--- config.mk ---
export PLATFORM = sky130hd
export DESIGN_NAME = rv_decode_stage
export DESIGN_NICKNAME = d
export VERILOG_FILES = /design/src/rtl/rv_decode_stage_pkg.sv /design/src/rtl/rv_decode_stage_imm_gen.sv /design/src/rtl/rv_decode_stage.sv
export SDC_FILE = /design/constraint.sdc
export NUM_CORES = 1
export LEC_CHECK = 0
export BUFFER_PORTS_ARGS = -buffer_cell sky130_fd_sc_hd__buf_2
export CELL_PAD_IN_SITES_DETAIL_PLACEMENT = 0
export CELL_PAD_IN_SITES_GLOBAL_PLACEMENT = 1
export CORE_MARGIN = 5
export CORE_UTILIZATION = 39
export CTS_BUF_LIST = sky130_fd_sc_hd__clkbuf_8
export CTS_CLUSTER_SIZE = 14
export DETAILED_ROUTE_END_ITERATION = 10
export PLACE_DENSITY = 0.9
export SLEW_MARGIN = 20
export SYNTH_ARGS = -nofsm -noshare
export SYNTH_HDL_FRONTEND = slang
export SYNTH_SLANG_ARGS = --single-unit
--- constraint.sdc ---
create_clock -name clk -period 6.3 [get_ports clk]
set_input_delay 0.945 -clock clk [delete_from_list [all_inputs] [get_ports clk]]
set_output_delay 0.945 -clock clk [all_outputs]
set_load 0.03 [all_outputs]
--- src/rtl/rv_decode_stage_pkg.sv ---
// Shared RV32I decode definitions: opcode classes, op-bus field layout and the
// decoded-instruction record carried through the skid buffer.
package rv_decode_stage_pkg;

   localparam int unsigned XLEN = 32;

   // Op bus layout {funct7, funct3, opcode}
   localparam int unsigned F7BUS_MSB = 16;
   localparam int unsigned F7BUS_LSB = 10;
   localparam int unsigned F3BUS_MSB = 9;
   localparam int unsigned F3BUS_LSB = 7;
   localparam int unsigned OPBUS_MSB = 6;
   localparam int unsigned OPBUS_LSB = 0;

   typedef enum logic [6:0] {
      OP_LOAD   = 7'b0000011,
      OP_ITYPE  = 7'b0010011,
      OP_AUIPC  = 7'b0010111,
      OP_STYPE  = 7'b0100011,
      OP_RTYPE  = 7'b0110011,
      OP_LUI    = 7'b0110111,
      OP_BTYPE  = 7'b1100011,
      OP_JALR   = 7'b1100111,
      OP_UJTYPE = 7'b1101111
   } opcode_e;

   typedef struct packed {
      logic [F7BUS_MSB:0] op;
      logic [XLEN-1:0]    imm;
      logic [4:0]         rs1;
      logic [4:0]         rs2;
      logic [4:0]         rd;
      logic [XLEN-1:0]    pc;
      logic               use_imm;
      logic               illegal;
   } dec_t;

   function automatic logic [F7BUS_MSB:0] pack_op(input logic [6:0] f7,
                                                  input logic [2:0] f3,
                                                  input logic [6:0] opc);
      return {f7, f3, opc};
   endfunction

endpackage

--- src/rtl/rv_decode_stage_imm_gen.sv ---
// Combinational RV32I field decode: op bus, immediate, operand select,
// legality and class-masked register indices.
module rv_imm_gen
   import rv_decode_stage_pkg::*;
(
   input  logic [XLEN-1:0]    i_instr,
   output logic [F7BUS_MSB:0] o_op,
   output logic [XLEN-1:0]    o_imm,
   output logic [4:0]         o_rs1,
   output logic [4:0]         o_rs2,
   output logic [4:0]         o_rd,
   output logic               o_use_imm,
   output logic               o_illegal
);

   logic [6:0]      w_opc;
   logic [2:0]      w_f3;
   logic [6:0]      w_f7;
   logic            w_shift;
   logic [XLEN-1:0] w_imm_i, w_imm_s, w_imm_b, w_imm_u, w_imm_j;

   assign w_opc   = i_instr[6:0];
   assign w_f3    = i_instr[14:12];
   assign w_f7    = i_instr[31:25];
   assign w_shift = (w_f3 == 3'b001) || (w_f3 == 3'b101);
   assign w_imm_i = {{20{i_instr[31]}}, i_instr[31:20]};
   assign w_imm_s = {{20{i_instr[31]}}, i_instr[31:25], i_instr[11:7]};
   assign w_imm_b = {{19{i_instr[31]}}, i_instr[31], i_instr[7], i_instr[30:25], i_instr[11:8], 1'b0};
   assign w_imm_u = {i_instr[31:12], 12'b0};
   assign w_imm_j = {{11{i_instr[31]}}, i_instr[31], i_instr[19:12], i_instr[20], i_instr[30:21], 1'b0};

   always_comb begin
      o_op      = pack_op(7'b0, 3'b0, w_opc);
      o_imm     = '0;
      o_rs1     = i_instr[19:15];
      o_rs2     = '0;
      o_rd      = i_instr[11:7];
      o_use_imm = 1'b1;
      o_illegal = 1'b0;
      case (w_opc)
         OP_RTYPE: begin
            o_op      = pack_op(w_f7, w_f3, w_opc);
            o_rs2     = i_instr[24:20];
            o_use_imm = 1'b0;
            o_illegal = !((w_f7 == 7'h00) ||
                          ((w_f7 == 7'h20) && ((w_f3 == 3'b000) || (w_f3 == 3'b101))));
         end
         OP_ITYPE: begin
            if (w_shift) begin
               o_op      = pack_op(w_f7, w_f3, w_opc);
               o_imm     = {27'b0, i_instr[24:20]};
               o_illegal = !((w_f7 == 7'h00) || ((w_f3 == 3'b101) && (w_f7 == 7'h20)));
            end else begin
               o_op  = pack_op(7'b0, w_f3, w_opc);
               o_imm = w_imm_i;
            end
         end
         OP_LOAD: begin
            o_op      = pack_op(7'b0, w_f3, w_opc);
            o_imm     = w_imm_i;
            o_illegal = (w_f3 == 3'b011) || (w_f3 == 3'b110) || (w_f3 == 3'b111);
         end
         OP_STYPE: begin
            o_op      = pack_op(7'b0, w_f3, w_opc);
            o_imm     = w_imm_s;
            o_rs2     = i_instr[24:20];
            o_rd      = '0;
            o_illegal = (w_f3 > 3'b010);
         end
         OP_BTYPE: begin
            o_op      = pack_op(7'b0, w_f3, w_opc);
            o_imm     = w_imm_b;
            o_rs2     = i_instr[24:20];
            o_rd      = '0;
            o_use_imm = 1'b0;
            o_illegal = (w_f3 == 3'b010) || (w_f3 == 3'b011);
         end
         OP_JALR: begin
            o_op      = pack_op(7'b0, w_f3, w_opc);
            o_imm     = w_imm_i;
            o_illegal = (w_f3 != 3'b000);
         end
         OP_UJTYPE: begin
            o_imm = w_imm_j;
            o_rs1 = '0;
         end
         OP_LUI, OP_AUIPC: begin
            o_imm = w_imm_u;
            o_rs1 = '0;
         end
         default: o_illegal = 1'b1;
      endcase
      if (i_instr[1:0] != 2'b11) o_illegal = 1'b1;
   end

endmodule

--- src/rtl/rv_decode_stage.sv ---
// Registered RV32I decode stage: combinational field decode feeding a
// two-entry skid buffer so neither handshake has a combinational path.
module rv_decode_stage
   import rv_decode_stage_pkg::*;
(
   input  logic                clk,
   input  logic                rst,
   input  logic                flush,
   input  logic                in_valid,
   output logic                in_ready,
   input  logic [XLEN-1:0]     in_instr,
   input  logic [XLEN-1:0]     in_pc,
   output logic                out_valid,
   input  logic                out_ready,
   output logic [F7BUS_MSB:0]  out_op,
   output logic [XLEN-1:0]     out_imm,
   output logic [4:0]          out_rs1,
   output logic [4:0]          out_rs2,
   output logic [4:0]          out_rd,
   output logic [XLEN-1:0]     out_pc,
   output logic                out_use_imm,
   output logic                out_illegal
);

   dec_t r_main, r_skid, w_dec;
   logic r_main_valid, r_skid_valid;
   logic w_accept, w_pop;

   rv_imm_gen u_imm_gen (
      .i_instr   (in_instr),
      .o_op      (w_dec.op),
      .o_imm     (w_dec.imm),
      .o_rs1     (w_dec.rs1),
      .o_rs2     (w_dec.rs2),
      .o_rd      (w_dec.rd),
      .o_use_imm (w_dec.use_imm),
      .o_illegal (w_dec.illegal)
   );
   assign w_dec.pc = in_pc;

   assign w_accept = in_valid && in_ready;
   assign w_pop    = r_main_valid && out_ready;

   // Skid can only fill while main is stalled, so a pop with skid full never sees an accept
   always_ff @(posedge clk or posedge rst) begin
      if (rst) begin
         r_main       <= '0;
         r_skid       <= '0;
         r_main_valid <= 1'b0;
         r_skid_valid <= 1'b0;
      end else if (flush) begin
         r_main_valid <= 1'b0;
         r_skid_valid <= 1'b0;
      end else if (w_pop) begin
         if (r_skid_valid) begin
            r_main       <= r_skid;
            r_skid_valid <= 1'b0;
         end else if (w_accept) begin
            r_main <= w_dec;
         end else begin
            r_main_valid <= 1'b0;
         end
      end else if (w_accept) begin
         if (!r_main_valid) begin
            r_main       <= w_dec;
            r_main_valid <= 1'b1;
         end else begin
            r_skid       <= w_dec;
            r_skid_valid <= 1'b1;
         end
      end
   end

   assign in_ready    = !r_skid_valid;
   assign out_valid   = r_main_valid;
   assign out_op      = r_main.op;
   assign out_imm     = r_main.imm;
   assign out_rs1     = r_main.rs1;
   assign out_rs2     = r_main.rs2;
   assign out_rd      = r_main.rd;
   assign out_pc      = r_main.pc;
   assign out_use_imm = r_main.use_imm;
   assign out_illegal = r_main.illegal;

endmodule

Word level (Yosys, flattened, before mapping). Cells that the tools add are included. W data, S select, Z words.

Word-level logic and storage cells: 98. Input bits: 69. Output and inout port bits: 100. Register bits: 198.

Multiplexer cells: 25. Order comparisons: 1. Reduce and logical (&&, ||, !) cells: 32. Bitwise gates (word level): 2. Equality and inequality tests: 20.

Operators by type and width (count): $mux W98 (5); $pmux W32 S6 (1); $pmux W17 S3 (1); $mux W32 (1); $eq A7 B6 Y1 const B (4); $eq A7 B7 Y1 const B (3); $mux W17 (1); $mux W5 (3); $eq A7 B5 Y1 const B (2); $mux W1 (12); $eq A3 B3 Y1 const B (3); $reduce_bool A3 Y1 (3); $reduce_and A4 Y1 (2); $reduce_or A2 Y1 (4); $eq A7 B2 Y1 const B (1); $logic_not A7 Y1 (1); $logic_or A1 B1 Y1 (7); $pmux W1 S7 (1); $eq A3 B2 Y1 const B (2); $ne A3 B3 Y1 const B (2); $reduce_or A3 Y1 (2); $logic_and A1 B1 Y1 (4); $reduce_bool A2 Y1 (2); $reduce_or A4 Y1 (1); other kinds (9) (12).

Logic depth before layout (Yosys ltp).
Depth in word-level cells: 10. Depth in mapped cells: 7. Gate-level depth less buffers: 5.

Modules after synthesis. A second synthesis with hierarchy kept.

Cells, all modules: 670. Area, all modules: 9437.8 sq um.

Modules (own cells, without submodules): rv_decode_stage (cells each 535, seq. area each 4954.8 sq um, area each 8550.7 sq um, times used 1); rv_imm_gen (cells each 135, seq. area each 0.0 sq um, area each 887.1 sq um, times used 1).

Worst setup path after synthesis. No wires, ideal clock.

Path kind: input -> register. Start: in out_ready. End: reg r_main, in the netlist out_imm[12]. Setup time: 0.136 ns. Path buffers: 2. Stages on the path: 7. Path slack: 3.826 ns. Required time: 6.164 ns. Arrival time: 2.338 ns. Cell sequence: and2b_4 > or4_4 > buf_6 > buf_6 > or3_1 > o21ai_1 > a21oi_1.

Longest elaborated chain between the ends: 3. Elaborated cells on any way between the ends: 5. Classes of those cells: eq/ne: 1; mux: 1; reduce/logical: 3.

RTL lines: start, declared (RTL line rv_decode_stage.sv:14) `input logic out_ready,`; $logic_and A1 B1 Y1 * (RTL line rv_decode_stage.sv:42) `assign w_pop = r_main_valid && out_ready;`; $ne A2 B1 Y1 (no source line) / $reduce_bool A2 Y1 (equally long branches); $reduce_and A4 Y1 (no source line); end signal, assigned (RTL line rv_decode_stage.sv:56) `r_main <= r_skid;`; end signal, assigned (RTL line rv_decode_stage.sv:59) `r_main <= w_dec;`; end signal, assigned (RTL line rv_decode_stage.sv:65) `r_main <= w_dec;`; end, declared (RTL line rv_decode_stage.sv:25) `dec_t r_main, r_skid, w_dec;`.

Every way passes the cells marked *; elsewhere a longest branch is shown, timed or not. A chain may end at the register's enable or synchronous reset.

Worst setup path after layout.
Start: in out_ready. End: reg r_main, in the netlist out_imm[30].

The elaborated chain is that of the path after synthesis.

==> impl_metrics.yaml <==
critical_path:
  cpMaxStageDelayCell: "nor2_1"
  crit_required_ns: 6.63
  worstSetupPathType: "in -> reg"
  crit_path_end_kind: "register"
  arrival_ns: 3.33
  cp_cell_sequence: "buf_2, and2b_4, nor4_4, buf_4, nand2_1, nor2_1, a21oi_1"
  startpoint_type: "primary input"
  max_stage_delay_ns: 0.74
  critPathMaxFanout: 50
yosys:
  avgSynthCellArea_sq_um: 8.80
  ys_seq_area_frac: 0.568
  netlist_instances: 991
  synth-seq-cells: 198
  netlist-cell-type-count: 48
  synth_flop_cell: "dfrtp_1"
  synth_top_area_cell: "dfrtp_1"
  synth-edff-count: 0
  yosysWarnings: 0
  synthTopCellsByArea: "dfrtp_1, nand2_1, a21oi_1, nor2_1, a31oi_1"
  synth_top_cell_area_share: 0.568
  synth_fp_nets: 1060
  postSynth.asyncResetShare: 1.00
  synth_area_sq_um: 8720
die:
  ios: 169
  die_w_um: 160
  rows: 54
  die_y_um: 160
  die_area_sq_um: 25400
  initial_core_util: 0.398
  core_sq_um: 21900
run_status:
  status: "completed"
detailed_routing:
  drt_pass1_iterations: 5
  ant_nets: 0
  via_count: 7474
  drc: 0
  drt_iter0_markers: 531
  vias_per_cell: 5.32
  detail_route.wl_per_cell_um: 17.1
  wl_um: 24100
power:
  cellLeakagePower_nw: 4.89
  p_per_area_nw_per_um2: 324
  irDropWorstVdd_mv: 0.170
timing:
  timing.final.max_slew_violations: 0
  rsz0062_at_grt: "no"
  worst_clock_skew_ns: 0.0203
  finalHoldViolations: 0
  fmax_mhz: 333
  setup_viol: 0
  post-route-period-util: 0.476
  tns_ns: 0
  worst_pin_slew_ns: 1.02
  finalCriticalPeriod_ns: 3.00
  slew_headroom: 0.318
  postLayoutSetupSlackWorst_ns: 3.30
layout:
  antenna_cells: 0
  layout.nets: 1182
  layout.cells.non_filler: 1406
  syn_to_final_growth_pct: 16.4
  drive_gt1_frac: 0.195
clocking:
  ctsRootBufferMaster: "clkbuf_8"
  cts_hold_buf: 0
  cts_buffers: 17
  htreeDepth: 4
  clock_latency_ns: 0.47
  clk_pin_slew_worst_paths_ns: 0.12
  cts.repair.resized: 0
  cts.sinks: 198
  cts_buffer_depth: 2
  cts_tree: "yes"
  post-cts-setup-buffer-count: 0
placed_design:
  place_hpwl_um: 15400
  dp_slack_ns: 2.84
  numPortBuffers: 168
  place_inst: 1373
  place_congestion: 0.865
job:
  drv_cap: 0
global_route:
  track_usage: 0.187
  antenna_found_initial: 2
  grt_max_degree: 95
  grt_pass1_wl_um: 39700
  grt_pass1_vias: 7258
  gr-total-overflow: 0
worst_hold_path:
  hold_path_class: "in -> async"
[power breakdown]
| part | total (mW) | leakage, nW | internal (mW) | switching, mW |
|---|---|---|---|---|
| combinational | 0.744 | 2.23 | 0.227 | 0.517 |
| clock | 0.921 | 0.231 | 0.444 | 0.477 |
| sequential | 1.62 | 2.43 | 1.50 | 0.124 |
| total | 3.29 | 4.89 | 2.17 | 1.12 |
[sequential cells by signal (all words and copies together) (netlist names), 5 cells and up]
register	cells
r_skid	98
out_imm	32
out_pc	32
out_op	17
out_rd	5
out_rs1	5
out_rs2	5
[per-layer routing]
layer,global-route usage,vias up,wire length [um]
met5,0,-,21
met1,0.275,3553,11300
li1,-,3602,-
met2,0.285,290,10800
met4,0.0430,4,269
met3,0.0409,25,1710
[area by class of cell]
cell class	instances	area, sq um
Fill cell	2200	11700
Clock buffer	17	234
Sequential cell	198	4950
Clock inverter	15	213
Tap cell	280	350
Inverter	6	26.3
Multi-Input combinational cell	713	3450
Timing Repair Buffer	177	921
[cells in the final DEF, fill, tap and decap left out, types with 17 or more instances in the layout]
cell,instances
or3_1,20
a21oi_1,93
nor2_1,100
nand2_1,282
a31oi_1,46
clkbuf_8,17
o21ai_0,32
dfrtp_1,198
buf_2,168
nand3_1,52
[synthesized netlist by cell type (9+ instances only)]
cell type    n
a21oi_1     93
a31oi_1     46
and3_1       9
clkbuf_1    62
dfrtp_1    198
nand2_1    283
nand3_1     53
nor2_1     100
o21ai_0     32
o21ai_1      9
or3_1       20
[metrics by stage]
| step | instance area (sq um) | power (mW) | hold slack, ns | utilization |
|---|---|---|---|---|
| after detailed placement | 9680 | 2.40 | 0.462 | 0.442 |
| after floorplan | 8720 | 2.15 | 0.442 | - |
| after global placement | 9680 | 2.38 | 0.455 | 0.442 |
| final | 10200 | 3.29 | 0.417 | 0.464 |
| after CTS | 10100 | 3.33 | 0.486 | 0.463 |
| after global routing | 10200 | 3.48 | 0.397 | 0.464 |
[final timing paths]
kind | from | endpoint | slack (ns) | depth (start not counted)
max | out_ready | out_imm[30]$_DFFE_PP0P_ | 3.30 | 7
min | rst | r_skid[30]$_DFFE_PP0P_ | 0.42 | 2
max reg2reg | out_valid$_DFFE_PP0P_ | out_imm[30]$_DFFE_PP0P_ | 3.44 | 6
min reg2reg | r_skid[7]$_DFFE_PP0P_ | r_skid[7]$_DFFE_PP0P_ | 0.48 | 2
max in group asynchronous | rst | out_imm[17]$_DFFE_PP0P_ | 4.83 | 3
min in group clk | r_skid[7]$_DFFE_PP0P_ | r_skid[7]$_DFFE_PP0P_ | 0.48 | 2
[worst max-delay path, delay by kind of cell]
family          cells  cell delay (ns)
buf+inv             2             0.64
compound gates      1             0.17
simple gates        4             1.55
[cells by family (layout without fill, tap and decap cells)]
family / after synthesis / after routing / share of synthesized area
compound gates: 221 / 221 / 0.152
buf+inv: 80 / 215 / 0.0386
simple gates: 491 / 491 / 0.240
flops: 198 / 198 / 0.568
xor+xnor: 1 / 1 / 0.00100
(Power assumes the default switching activity.)
